$ cat config.mk
export PLATFORM = sky130hd
export DESIGN_NAME = gray_alu_pipe
export DESIGN_NICKNAME = d
export VERILOG_FILES = /design/src/rtl/gray_alu_pkg.sv /design/src/rtl/gray_alu_stage2.sv /design/src/rtl/gray_alu_pipe.sv
export SDC_FILE = /design/constraint.sdc
export NUM_CORES = 1
export LEC_CHECK = 0
export ABC_AREA = 1
export ABC_CLOCK_PERIOD_IN_PS = 4700
export BUFFER_PORTS_ARGS = -buffer_cell sky130_fd_sc_hd__buf_4
export CORE_MARGIN = 4
export CORE_UTILIZATION = 30
export DETAILED_ROUTE_END_ITERATION = 16
export GPL_TIMING_DRIVEN = 0
export PLACE_DENSITY = 0.42
export SKIP_CTS_REPAIR_TIMING = 1
export SYNTH_ARGS = -nofsm -noshare
export SYNTH_HDL_FRONTEND = slang
export SYNTH_SLANG_ARGS = --single-unit
$ cat constraint.sdc
create_clock -name clk -period 4.7 [get_ports clk]
set_clock_uncertainty 0.15 [all_clocks]
set_input_delay 0.235 -clock clk [delete_from_list [all_inputs] [get_ports clk]]
set_output_delay 0.235 -clock clk [all_outputs]
set_load 0.01 [all_outputs]
$ cat src/rtl/gray_alu_pkg.sv
// Shared constants and types for the grayscale ALU pipeline.
package gray_alu_pkg;

    // Default channel and coefficient widths.
    localparam int DATA_W_DEF = 4;
    localparam int FRAC_W_DEF = 6;

    // Default luminance weights (value / 2^FRAC_W).
    localparam int WR_DEF = 14;
    localparam int WG_DEF = 46;
    localparam int WB_DEF = 5;

    // Product and sum widths for the default configuration.
    localparam int PROD_W = DATA_W_DEF + FRAC_W_DEF;
    localparam int SUM_W  = PROD_W + 2;

    // Coefficient register select.
    typedef enum logic [1:0] {
        CFG_SEL_R    = 2'd0,
        CFG_SEL_G    = 2'd1,
        CFG_SEL_B    = 2'd2,
        CFG_SEL_NONE = 2'd3
    } cfgSel_e;

    // Product width for an arbitrary channel/coefficient width pair.
    function automatic int prodWidth(input int dataW, input int fracW);
        return dataW + fracW;
    endfunction

endpackage

$ cat src/rtl/gray_alu_stage2.sv
// Combinational add + round + clamp: three weighted products in, Y and saturation flag out.
module gray_alu_stage2
    import gray_alu_pkg::*;
#(
    parameter int DATA_W = DATA_W_DEF,
    parameter int FRAC_W = FRAC_W_DEF,
    localparam int PW    = prodWidth(DATA_W, FRAC_W)
) (
    input  logic [PW-1:0]     prodR,
    input  logic [PW-1:0]     prodG,
    input  logic [PW-1:0]     prodB,
    output logic [DATA_W-1:0] y,
    output logic              sat
);

    localparam int SW = PW + 2;
    localparam int YW = SW - FRAC_W;
    localparam logic [SW-1:0] ROUND = SW'(2 ** (FRAC_W - 1));
    localparam logic [YW-1:0] Y_MAX = YW'((2 ** DATA_W) - 1);

    logic [SW-1:0] sum;
    logic [YW-1:0] yRaw;

    // Sum with half-LSB rounding, scale down, clamp to the channel range.
    always_comb begin
        sum  = SW'(prodR) + SW'(prodG) + SW'(prodB) + ROUND;
        yRaw = sum[SW-1:FRAC_W];
        if (yRaw > Y_MAX) begin
            y   = '1;
            sat = 1'b1;
        end else begin
            y   = yRaw[DATA_W-1:0];
            sat = 1'b0;
        end
    end

endmodule

$ cat src/rtl/gray_alu_pipe.sv
// Two-stage RGB-to-luminance pipeline with programmable weights, per-beat bypass
// and valid/ready handshake on both sides.
module gray_alu_pipe
    import gray_alu_pkg::*;
#(
    parameter int DATA_W = DATA_W_DEF,
    parameter int FRAC_W = FRAC_W_DEF,
    parameter int WR_RST = WR_DEF,
    parameter int WG_RST = WG_DEF,
    parameter int WB_RST = WB_DEF
) (
    input  logic              clk,
    input  logic              rst_n,
    input  logic              in_valid,
    output logic              in_ready,
    input  logic [DATA_W-1:0] in_r,
    input  logic [DATA_W-1:0] in_g,
    input  logic [DATA_W-1:0] in_b,
    input  logic              in_alu_en,
    input  logic              cfg_we,
    input  logic [1:0]        cfg_sel,
    input  logic [FRAC_W-1:0] cfg_data,
    output logic              out_valid,
    input  logic              out_ready,
    output logic [DATA_W-1:0] out_r,
    output logic [DATA_W-1:0] out_g,
    output logic [DATA_W-1:0] out_b,
    output logic              out_sat
);

    localparam int PW = prodWidth(DATA_W, FRAC_W);

    // Coefficient registers.
    logic [FRAC_W-1:0] wR, wG, wB;

    // Stage 1 state.
    logic              s1Valid;
    logic              s1AluEn;
    logic [DATA_W-1:0] s1R, s1G, s1B;
    logic [PW-1:0]     s1ProdR, s1ProdG, s1ProdB;

    // Stage 2 state (drives the outputs directly).
    logic              s2Valid;

    // Handshake and combinational stage-2 result.
    logic              s2Advance;
    logic              accept;
    logic [DATA_W-1:0] yComb;
    logic              satComb;

    // Each stage may load when its successor is empty or draining this cycle.
    always_comb begin
        s2Advance = ~s2Valid | out_ready;
        in_ready  = ~s1Valid | s2Advance;
        accept    = in_valid & in_ready;
    end

    assign out_valid = s2Valid;

    gray_alu_stage2 #(
        .DATA_W (DATA_W),
        .FRAC_W (FRAC_W)
    ) uStage2 (
        .prodR (s1ProdR),
        .prodG (s1ProdG),
        .prodB (s1ProdB),
        .y     (yComb),
        .sat   (satComb)
    );

    // Coefficient writes; a beat accepted on the same edge still sees the old value.
    always_ff @(posedge clk or negedge rst_n) begin
        if (!rst_n) begin
            wR <= FRAC_W'(WR_RST);
            wG <= FRAC_W'(WG_RST);
            wB <= FRAC_W'(WB_RST);
        end else if (cfg_we) begin
            case (cfgSel_e'(cfg_sel))
                CFG_SEL_R:    wR <= cfg_data;
                CFG_SEL_G:    wG <= cfg_data;
                CFG_SEL_B:    wB <= cfg_data;
                CFG_SEL_NONE: ;
            endcase
        end
    end

    // Stage 1: capture the beat and its three weighted products on acceptance.
    always_ff @(posedge clk or negedge rst_n) begin
        if (!rst_n) begin
            s1Valid <= 1'b0;
            s1AluEn <= 1'b0;
            s1R     <= '0;
            s1G     <= '0;
            s1B     <= '0;
            s1ProdR <= '0;
            s1ProdG <= '0;
            s1ProdB <= '0;
        end else if (in_ready) begin
            s1Valid <= in_valid;
            if (in_valid) begin
                s1AluEn <= in_alu_en;
                s1R     <= in_r;
                s1G     <= in_g;
                s1B     <= in_b;
                s1ProdR <= PW'(in_r) * PW'(wR);
                s1ProdG <= PW'(in_g) * PW'(wG);
                s1ProdB <= PW'(in_b) * PW'(wB);
            end
        end
    end

    // Stage 2: register either the clamped luminance or the raw bypass pixel.
    always_ff @(posedge clk or negedge rst_n) begin
        if (!rst_n) begin
            s2Valid <= 1'b0;
            out_r   <= '0;
            out_g   <= '0;
            out_b   <= '0;
            out_sat <= 1'b0;
        end else if (s2Advance) begin
            s2Valid <= s1Valid;
            if (s1Valid) begin
                if (s1AluEn) begin
                    out_r   <= yComb;
                    out_g   <= yComb;
                    out_b   <= yComb;
                    out_sat <= satComb;
                end else begin
                    out_r   <= s1R;
                    out_g   <= s1G;
                    out_b   <= s1B;
                    out_sat <= 1'b0;
                end
            end
        end
    end

endmodule

==> After elaboration in Yosys (flattened, before gate mapping) <==
Cells that the tools add are included.
{ "totals": {"mem_bits_rw": 0, "reg_bits": 76, "n_memories": 0, "latch_bits": 0, "word_cells": 41, "rom_bits": 0, "inputBits": 26} }
{ "classes": {"n_bitwise": 4, "eq_ne": 2, "reduce_logical": 6, "addsub": 3, "div": 0, "mul": 3, "mux": 6, "order_cmp": 1, "shift": 0} }
{ "ops": {"columns": ["op", "count"], "rows": [
  ["$mul A4 B6 Y10", 3],
  ["$mux W4", 4],
  ["$add A12 B10 Y12", 1],
  ["$add A12 B6 Y12 const B", 1],
  ["$add A10 B10 Y11", 1],
  ["$reduce_and A2 Y1", 5],
  ["$gt A6 B4 Y1 const B", 1],
  ["$eq A2 B1 Y1 const B", 1],
  ["$eq A2 B2 Y1 const B", 1],
  ["$logic_not A2 Y1", 1],
  ["$mux W1", 2],
  ["$not A1 Y1", 2],
  ["$or A1 B1 Y1", 2]
]} }

==> Logic depth before layout (Yosys ltp) <==
{ "logic_depth": {"word_depth": 6, "depth_mapped": 21, "ltp_nobuf": 21} }

==> Modules after synthesis <==
Synthesis repeated with hierarchy kept, for this count alone.
{ "unflattened": {"cells_unflattened": 799, "area_unflattened_um2": 6182.2} }
{ "modules_own_cells": {"columns": ["module", "area_per_inst_um2", "cells_per_inst", "instances", "seq_area_each_um2"], "rows": [
  ["gray_alu_pipe", 5293.8, 660, 1, 1913.1],
  ["gray_alu_stage2", 888.4, 139, 1, 0.0]
]} }

==> Least setup slack after synthesis <==
Ideal clock, no wire load.
{ "synth_timing": {"path_type": "register to register", "from": "register s1ProdR[0]", "to": "register out_b[0]", "synth_period_minus_slack_ns": 3.271, "path_stages_with_launch": 21, "setup_slack_ns": 1.429, "t_required_ns": 4.427, "t_arrival_ns": 2.998, "path_cell_list": "dfrtp_1 ha_1 inv_1 fa_1 o21ai_2 a21oi_1 o21ai_0 xor2_1 inv_1 ha_1 ha_1 nand2_2 inv_2 a21oi_2 nand2_2 nand2_1 nand3_2 nor2_2 nand2_1 nand2_1 a21oi_1"} }
{ "synth_between": {"elab_chain_len": 6} }
{ "synth_lines": {"columns": ["element", "line", "text"], "rows": [
  ["from (decl)", "gray_alu_pipe.sv:40", "logic [PW-1:0] s1ProdR, s1ProdG, s1ProdB;"],
  ["from (signal assigned)", "gray_alu_pipe.sv:105", "s1ProdR <= PW'(in_r) * PW'(wR);"],
  ["$add A10 B10 Y11 (*)", "gray_alu_stage2.sv:26", "sum = SW'(prodR) + SW'(prodG) + SW'(prodB) + ROUND;"],
  ["$add A12 B10 Y12 (*)", "gray_alu_stage2.sv:26", null],
  ["$add A12 B6 Y12 (*)", "gray_alu_stage2.sv:26", null],
  ["$gt A6 B4 Y1", "gray_alu_stage2.sv:28", "if (yRaw > Y_MAX) begin"],
  ["$mux W4 (*)", "gray_alu_stage2.sv:28", null],
  ["$mux W4 (*)", "gray_alu_pipe.sv:123", "if (s1AluEn) begin"],
  ["to (signal assigned)", "gray_alu_pipe.sv:126", "out_b <= yComb;"],
  ["to (decl)", "gray_alu_pipe.sv:27", "output logic [DATA_W-1:0] out_b,"]
]} }
Mark *: on every way between the ends. The rest lies on a longest branch, timed or not.
A chain may end at the register's enable or synchronous reset.

==> Worst setup path after layout <==
Ends and elaborated chain as after synthesis.

==> run metrics <==
post-synthesis average cell area 7.801 um^2; portion of the clock cycle consumed by the worst path in the final layout 79.01%; Max Fanout on Critical Path 5; pwr/cell area 595.0 nW/um^2; Routed WL 14,300 um; vias per cell 4.411; Yosys Warn Count 0; Post-synth EDFFs 0; startpoint of the worst setup timing path s1ProdR[0]; leading register cell type out of synthesis sky130_fd_sc_hd__dfrtp_1; cell taking the most area after synthesis sky130_fd_sc_hd__dfrtp_1; Clk Latency, worst-skew pair 0.35 ns; final-layout setup total negative slack 0 ns; data arrival at the endpoint of the critical path 3.79 ns; number of DRC violations after detailed-routing iteration 0 111; antenna violations before repair 0; status completed; Hold Path Class in2reg; Die Y-Extent 146.7 um; proportion of synthesized flip-flops having asynchronous set or reset 100.0%; sum of overflow across all layers after global routing 0; leading post-synthesis cells by cell area sky130_fd_sc_hd__dfrtp_1 29%, sky130_fd_sc_hd__nand2_1 17%, sky130_fd_sc_hd__ha_1 15%, sky130_fd_sc_hd__fa_1 8.7%, sky130_fd_sc_hd__inv_1 7.0%; number of global-route vias before repair 4,784; list of most frequent post-synthesis cells 254 x sky130_fd_sc_hd__nand2_1, 107 x sky130_fd_sc_hd__inv_1, 70 x sky130_fd_sc_hd__ha_1; IO Port Bufs 40; reg-to-reg startpoint s1ProdR[0]; post-synthesis to final-layout area growth 16.21%; dpl ws 0.9604 ns; distinct cell type count after synthesis 29; number of design rule violations left after detail routing 0; clock tree from TritonCTS built; count of mapped cells out of synthesis 740; most common cell in the synthesized netlist sky130_fd_sc_hd__nand2_1; H-tree depth 3; worst-case hold slack 0.002622 ns; Peak Freq 0.2693 GHz; final-report max-slew violation count 0; global-route wire length before repair 24,490 um; Initial Utilization 30.66%; core region area 18,830 um^2; mapped cell area 5773 um^2; Worst Tran Pin Value 1.008 ns; RePlAce Congestion 0.8174; wire per inst 13.51 um; sinks on the clock net 76; Final Hold Fails 0; sequential area share after synthesis 33.14%; maximum clock path buffer count 2; die outline width 146.7 um; number of nets in the finished design 914; time the final worst path needs with I/O delays and setup 3.713 ns; worst reg2reg path depth 20; half-perimeter wire length of the detailed placement result 11,660 um; TritonCTS Buffers 9; area share of the leading cell type in the synthesized netlist 29.04%; Overall Power 3.992 mW; unrepaired setup endpoints after global routing no; detailed-router iteration count before antenna repair 4; combined global-route utilization of all metal layers 14.07%; top-level I/O count 41; post-route setup slack 0.9867 ns; FF-to-FF End out_b[0]; Req. time, crit path 4.78 ns; fraction of final layout cells sized beyond drive strength 1 10.78%; antenna fix cells 0; launching element type of the critical path flop; Max-slew headroom 32.78%; number of nets still failing antenna checks after routing 0; reported max-cap violation count 0; type of element capturing the critical path flop; clock transition at the registers of the reported paths 0.07 ns; maximum number of pins on one net before global-route repair 77; number of nets produced by synthesis 861; vias post-DR 4,667; timing endpoint of the critical path out_b[0]; Finish-stage setup viols 0; CTS root buffer sky130_fd_sc_hd__clkbuf_16; internal reg-to-reg setup slack 0.99 ns; Max IR drop VDD 0.0002512 V; die area 21,530 um^2; type of the worst setup path reg2reg; total leakage power 3.755 nW; number of placement rows 50; final core utilization 35.63%; number of flip-flops and latches in the synthesized netlist 76
## worst min-delay path by stage
stage	depth (start not counted)	from	slack, ns	end
global route	3	in_g[2]	0.02	s1G[2]
finish	4	out_ready	0.003	out_valid
detailed placement	3	in_alu_en	0.32	s1AluEn
floorplan	0	rst_n	-0.21	out_b[0]
CTS	1	rst_n	-0.05	out_b[0]
global placement	3	in_alu_en	0.31	s1AluEn
## registers in the layout, indices dropped and copies added, names as in the netlist
| name | count |
|---|---|
| s1ProdR | 10 |
| s1G | 4 |
| s1B | 4 |
| s1ProdB | 10 |
| s1ProdG | 10 |
| wB | 6 |
| wR | 6 |
| out_sat | 1 |
| s1Valid | 1 |
| wG | 6 |
| s1AluEn | 1 |
| out_b | 4 |
| out_valid | 1 |
| out_g | 4 |
| out_r | 4 |
| s1R | 4 |
## power breakdown
part,total [mW],switching [mW],internal (mW)
sequential,0.994,0.141,0.853
clock,0.681,0.310,0.371
combinational,2.32,1.39,0.922
## critical path, stage by stage (launching register included)
cell and delay (ns):
sky130_fd_sc_hd__dfrtp_1 0.37, sky130_fd_sc_hd__ha_1 0.18, sky130_fd_sc_hd__inv_1 0.06, sky130_fd_sc_hd__fa_1 0.42, sky130_fd_sc_hd__o21ai_2 0.22, sky130_fd_sc_hd__a21oi_1 0.09, sky130_fd_sc_hd__o21ai_0 0.21, sky130_fd_sc_hd__xor2_1 0.19
sky130_fd_sc_hd__inv_1 0.07, sky130_fd_sc_hd__ha_1 0.28, sky130_fd_sc_hd__ha_1 0.39, sky130_fd_sc_hd__nand2_1 0.10, sky130_fd_sc_hd__nand2_1 0.06, sky130_fd_sc_hd__a21oi_2 0.11, sky130_fd_sc_hd__nand2_2 0.09, sky130_fd_sc_hd__nand2_1 0.08
sky130_fd_sc_hd__nand3_2 0.06, sky130_fd_sc_hd__nor2_2 0.17, sky130_fd_sc_hd__nand2_1 0.07, sky130_fd_sc_hd__nand2_1 0.14, sky130_fd_sc_hd__a21oi_1 0.09
## layer usage
metal	GRT usage, %	share of wire, %	routed length (um)
met5	0	0	0
met4	3.810	1.4	207
met3	2.591	2.3	322
met2	22.91	47	6686
met1	19.26	50	7082
## cell type report
cell class	count	area, um^2
fillers	2032	12120
multi-input cells	541	3393
flip-flops and latches	76	1913
inverters	109	409.1
well taps	260	325.3
repair buffers	42	320.3
clock buffers	9	225.2
clock inverters	7	65.06
plain buffers	14	57.56
## cell usage in the layout (no fill, tap or decap), drive strengths merged
cell	Yosys	routed
xnor2	8	8
or2	3	3
inv	109	113
nor3	1	1
o21bai	3	3
a21oi	52	52
clkinvlp	0	1
buf	4	44
a21o	1	1
dlygate4sd3	0	2
ha	70	70
a31oi	1	1
o21ai	43	43
clkbuf	10	19
xor2	12	12
dfrtp	67	67
nor2	31	31
o211ai	4	4
dfstp	9	9
nand3	21	21
nand4	5	5
clkinv	0	2
nand2	259	259
o22ai	1	1
fa	25	25
nand3b	1	1
## per-stage QoR
| step | area, um^2 | instances |
|---|---|---|
| floorplan | 5773 | 740 |
| global placement | 6399 | 1040 |
| detailed placement | 6399 | 1040 |
| CTS | 6689 | 1056 |
| global route | 6709 | 1058 |
| finish | 6709 | 1058 |
## cell families (layout without fill, tap and decap cells)
family	count (synthesis)	after routing	share of synthesized area, %
flip-flops	76	76	33.14
adder cells (fa/ha/maj)	95	95	23.84
buffers and inverters	123	181	8.084
AO/OA/AOI/OAI	105	105	9.623
XOR/XNOR	20	20	3.034
AND/OR/NAND/NOR	321	321	22.28
Note: power is estimated with default switching activity, not from simulation.
